<file path="config.mk">
export PLATFORM = sky130hd
export DESIGN_NAME = uart_rx
export DESIGN_NICKNAME = d
export VERILOG_FILES = /design/src/rtl/uart_pkg.sv /design/src/rtl/uart_rx_sync.sv /design/src/rtl/uart_rx.sv
export SDC_FILE = /design/constraint.sdc
export NUM_CORES = 1
export LEC_CHECK = 0
export BUFFER_PORTS_ARGS = -buffer_cell sky130_fd_sc_hd__buf_2
export CORE_UTILIZATION = 45
export DETAILED_ROUTE_END_ITERATION = 8
export PLACE_DENSITY = 0.64
export SLEW_MARGIN = 20
export SYNTH_ARGS = -nofsm -noshare
export SYNTH_HDL_FRONTEND = slang
export SYNTH_HIERARCHICAL = 1
export SYNTH_SLANG_ARGS = --single-unit
</file>
<file path="constraint.sdc">
create_clock -name clk -period 3.4 [get_ports clk]
set_input_delay 0.51 -clock clk [delete_from_list [all_inputs] [get_ports clk]]
set_output_delay 0.51 -clock clk [all_outputs]
set_load 0.05 [all_outputs]
</file>
<file path="src/rtl/uart_pkg.sv">
// Shared UART definitions: receiver/transmitter state encoding and framing constants.
package uart_pkg;

   localparam int DATA_BITS        = 8;
   localparam bit PARITY_EVEN      = 1'b1;
   localparam int CLKS_PER_BIT_DEF = 434;  // 50 MHz / 115200 baud

   typedef enum logic [2:0] {
      IDLE,
      START,
      DATA,
      PARITY,
      STOP,
      BREAK
   } rx_state_t;

endpackage

</file>
<file path="src/rtl/uart_rx_sync.sv">
// Two-flop synchroniser for an asynchronous input; resets to 1 (idle-high lines, buttons).
module uart_rx_sync (
   input  logic clk,
   input  logic rst,
   input  logic d,
   output logic q
);

   logic meta;

   always_ff @(posedge clk or posedge rst) begin
      if (rst) begin
         meta <= 1'b1;
         q    <= 1'b1;
      end else begin
         // NOTE: non-blocking so both flops sample their inputs from the same edge.
         meta <= d;
         q    <= meta;
      end
   end

endmodule

</file>
<file path="src/rtl/uart_rx.sv">
// UART receiver, 8E1 framing. Define UART_RX_MAJORITY_EN for 2-of-3 majority sampling.
module uart_rx
   import uart_pkg::*;
#(
   parameter int CLKS_PER_BIT = CLKS_PER_BIT_DEF,
   parameter int CNT_W        = $clog2(CLKS_PER_BIT)
) (
   input  logic       clk,
   input  logic       rst,
   input  logic       rxd,
   output logic [7:0] data_o,
   output logic       receive_ack,
   output logic       parity_err,
   output logic       frame_err,
   output logic       busy
);

   rx_state_t            state, state_next;
   logic [CNT_W-1:0]     baud_cnt;
   logic [2:0]           bit_idx;
   logic [DATA_BITS-1:0] shift;
   logic                 par_bit;
   logic                 rxd_s, rxd_prev;
   logic                 samp_val, fall, tick_half, tick_bit, wrap, par_ok;

   uart_rx_sync u_sync (
      .clk (clk),
      .rst (rst),
      .d   (rxd),
      .q   (rxd_s)
   );

`ifdef UART_RX_MAJORITY_EN
   // Vote over sample-1, sample, sample+1; the decision lands one cycle after the centre.
   localparam int START_LAST = CLKS_PER_BIT / 2;
   logic rxd_prev2;

   always_ff @(posedge clk or posedge rst) begin
      if (rst) rxd_prev2 <= 1'b1;
      else     rxd_prev2 <= rxd_prev;
   end

   assign samp_val = (rxd_s & rxd_prev) | (rxd_s & rxd_prev2) | (rxd_prev & rxd_prev2);
`else
   localparam int START_LAST = CLKS_PER_BIT / 2 - 1;
   assign samp_val = rxd_s;
`endif

   always_ff @(posedge clk or posedge rst) begin
      if (rst) rxd_prev <= 1'b1;
      else     rxd_prev <= rxd_s;
   end

   assign fall      = rxd_prev & ~rxd_s;
   assign tick_half = (baud_cnt == CNT_W'(START_LAST));
   assign tick_bit  = (baud_cnt == CNT_W'(CLKS_PER_BIT - 1));
   assign wrap      = (state == START) ? tick_half : tick_bit;
   assign par_ok    = (par_bit == (^shift ^ ~PARITY_EVEN));

   always_ff @(posedge clk or posedge rst) begin
      if (rst) state <= IDLE;
      else     state <= state_next;
   end

   always_comb begin
      // NOTE: default first so every path assigns state_next and no latch is inferred.
      state_next = state;
      unique case (state)
         IDLE:   if (fall) state_next = START;
         START:  if (tick_half) state_next = samp_val ? IDLE : DATA;
         DATA:   if (tick_bit && bit_idx == 3'(DATA_BITS - 1)) state_next = PARITY;
         PARITY: if (tick_bit) state_next = STOP;
         STOP:
            if (tick_bit) begin
               // A start edge coinciding with the stop decision is taken straight away.
               if (!samp_val) state_next = BREAK;
               else if (fall) state_next = START;
               else           state_next = IDLE;
            end
         BREAK:  if (rxd_s) state_next = IDLE;
         default: state_next = IDLE;
      endcase
   end

   always_comb begin
      busy = (state != IDLE);
   end

   always_ff @(posedge clk or posedge rst) begin
      if (rst) begin
         baud_cnt    <= '0;
         bit_idx     <= '0;
         shift       <= '0;
         par_bit     <= 1'b0;
         data_o      <= 8'h00;
         receive_ack <= 1'b0;
         parity_err  <= 1'b0;
         frame_err   <= 1'b0;
      end else begin
         receive_ack <= 1'b0;
         parity_err  <= 1'b0;
         frame_err   <= 1'b0;

         if (state == IDLE || state == BREAK || wrap) baud_cnt <= '0;
         else                                         baud_cnt <= baud_cnt + CNT_W'(1);

         if (state == START && tick_half) bit_idx <= '0;

         if (state == DATA && tick_bit) begin
            shift[bit_idx] <= samp_val;
            bit_idx        <= bit_idx + 3'd1;
         end

         if (state == PARITY && tick_bit) par_bit <= samp_val;

         if (state == STOP && tick_bit) begin
            if (!samp_val) begin
               frame_err <= 1'b1;
            end else if (par_ok) begin
               data_o      <= shift;
               receive_ack <= 1'b1;
            end else begin
               parity_err <= 1'b1;
            end
         end
      end
   end

endmodule

</file>
==> impl_results.md <==
* RSZ-0062 raised after global routing: false
* Pwr Density at 492.6 nW/um^2
* Initial antenna violation count at 0
* Synth top area cells: dfrtp_1, mux2_2, dfstp_2
* Starting DRC count in detailed routing at 32
* # IOs at 15
* Tot GR Track Use at 17.10%
* CP peak stage delay at 0.63 ns
* Setup Fix Bufs, Post-CTS at 0
* WL/cell at 13.73 microns
* Fin Hold WS at 0.2469 ns
* FF-to-FF setup slack at 1.08 ns
* Cts bufs inserted at 5
* Largest area contributor in the netlist: dfrtp_1
* Placed insts at 217
* Maximum vdd drop at 0.0002450 V
* Syn nets at 164
* Vias in the first global route at 1169
* RD Place Congestion at 0.8185
* Synthesis-to-finish area growth at 12.52%
* Post-CTS sizing at 0
* Worst slew margin at 44.21%
* Final Critical Period at 2.321 ns
* Final setup viols at 0
* Pre-CTS setup slack at 1.052 ns
* Post-route ant nets at 0
* Fin nets at 182
* Die area at 4393 sq um
* Clock Power Share at 35.6%
* Comb power frac at 11.1%
* Clock Skews at 0.01010 ns
* CP required at 3.58 ns
* Longest Clk Path Bufs at 2
* Buf/Inv on CP at 1
* Yosys reg bits at 38
* Worst Setup End Kind: flop
* Worst path cell trace: inv_1 -> ha_1 -> nand4b_1 -> or4b_1 -> mux2i_4 -> mux2_2
* HP Class: in -> async
* Post-synth top area share at 47.11%
* Slew Limit Fails at 0
* CTS tree: yes
* DP Wirelength at 2.200 mm
* Final hold violations at 0
* Async S/R FF share, synth at 100.0%
* Commonest non-fill, non-tap cell in the layout: dfrtp_1
* Crit-path slowest cell: or4b_1
* Layout Cells excl Fill at 225
* Largest net degree at the start of global routing at 37
* Port buffer count at 14
* Syn Area/Cell at 11.92 sq um
* CTS sink count at 38
* Count of flip-flops with a built-in enable after synthesis at 0
* # DRC at 0
* Worst r2r path cells at 6
* Leakage at 1.003 nW
* Power Total at 1.030 mW
* Least-Margin Pin Slew at 0.8292 ns
* Die H at 66.28 microns
* Cell row count at 23
* Sequential area share after synthesis at 51.35%
* Most frequent cells in the layout: dfrtp_1, mux2_2, nor2_1, buf_2
* Max-Cap Viols at 0
* Clock root cell: clkbuf_8
* Mapped Cells at 156
* Diodes inserted at 0
* Max Freq at 430.8 MHz
* Crit path max fanout at 9
* Die W at 66.28 microns
* WL final at 3.089 mm
* Drt first pass iters at 4
* Internal power at 764.0 uW
* Core ar. at 3971 sq um
* Sw frac at 25.85%
* Post-route clock period utilization at 68.27%
* Fraction of layout instances using a drive strength above 1 at 27.43%
* Arrival time worst endpoint at 2.50 ns
* Main synth FF type: dfrtp_1
* Count of different cell masters after synthesis at 41
* Final TNS setup at 0 ns
* Worst Path Class, Setup: reg -> reg
* Via count at 1201
* Vias per Instance at 5.338
* Total gr overflow at 0
* Initial core utilization at 46.82%
* Global-route wire length before repair at 5.340 mm
* Seq pwr share at 53.3%
* Clk slew on worst S/H paths at 0.07 ns
* H-tree depth at 2
* Synth Cell Area at 1859 sq um
* Stages on the worst setup path at 6
* Synth warn at 6
* Critical Path Start Type: flop
* Setup ws final at 1.079 ns
* Status: complete, no violations
* Crit path max-delay family: simple AND/OR/NAND/NOR gates
* Psw at 266.4 uW
* Post-CTS Hold Fix Bufs at 0
* Worst skew pair latency at 0.29 ns
==> layout make-up <==
cell class	instances	area, sq um
inverters	6	22.52
well taps	50	62.56
clock buffers	5	68.82
clock inverters	3	40.04
fillers	371	1879
multi-input cells	108	865.8
repair buffers	15	77.57
flip-flops and latches	38	954.7
==> path summary, 6_finish.rpt <==
check,start,endpoint
max in group asynchronous,rst,rxd_prev$_DFF_PP1_
worst min register to register,u_sync/meta$_DFF_PP1_,u_sync/q$_DFF_PP1_
worst max-delay path,baud_cnt[1]$_DFF_PP0_,data_o[5]$_DFFE_PP0P_
worst max register to register,baud_cnt[1]$_DFF_PP0_,data_o[5]$_DFFE_PP0P_
worst min-delay path,rst,u_sync/meta$_DFF_PP1_
min in group clk,rxd,u_sync/meta$_DFF_PP1_
==> sequential cells by signal, summed over array words and instances, names as in the netlist, 3 cells and up <==
name	cells
bit_idx	3
data_o	8
shift	8
state	3
baud_cnt	9
==> kinds of logic (layout without fill, tap and decap cells) <==
| logic type | Yosys count | count (layout) | share of synthesized area (%) |
|---|---|---|---|
| xor gates and xnor gates | 13 | 13 | 7.671 |
| AOI/OAI and AO/OA | 16 | 16 | 6.932 |
| and+or+nand+nor | 56 | 56 | 17.09 |
| adders and majority gates | 5 | 5 | 3.365 |
| DFF | 38 | 38 | 51.35 |
| buffers and inverters | 10 | 29 | 2.086 |
| muxes | 18 | 18 | 11.51 |
==> per-layer routing <==
metal  GRT usage [%]  vias up  wire, microns
met2           26.53       23           1460
met3           6.207        6            129
met5               0        -              0
li1                -      589              -
met1           20.73      583           1436
met4           8.777        0             63
==> power by group through the flow <==
stage / Clock (mW) / Combinational [mW] / Sequential [mW]
2_1_floorplan: 0 / 0.0968 / 0.541
3_3_place_gp: 0 / 0.112 / 0.555
3_5_place_dp: 0 / 0.116 / 0.557
4_1_cts: 0.378 / 0.117 / 0.548
5_1_grt: 0.408 / 0.134 / 0.557
6_report: 0.367 / 0.115 / 0.549
==> synth_stat cells, types with 4 or more instances <==
cell and n:
nor2b_1 4, nor2_1 14, nand2_1 7, nand3_1 7, mux2_2 17, inv_1 6
xor2_1 4, xnor2_1 7, dfrtp_1 35, a21o_1 4, nor3_1 4, ha_1 5
==> worst reg2reg max path: stages, from the launching register on <==
cell	delay (ns)
dfrtp_1	0.40
inv_1	0.08
ha_1	0.14
nand4b_1	0.23
or4b_1	0.63
mux2i_4	0.36
mux2_2	0.38
==> per-stage QoR <==
step,cell area [sq um],utilization [%]
2_1_floorplan,1859,-
3_3_place_gp,1983,49.94
3_5_place_dp,1983,49.94
4_1_cts,2092,52.68
5_1_grt,2092,52.68
6_report,2092,52.68
Power figures use the tool's default switching activity.
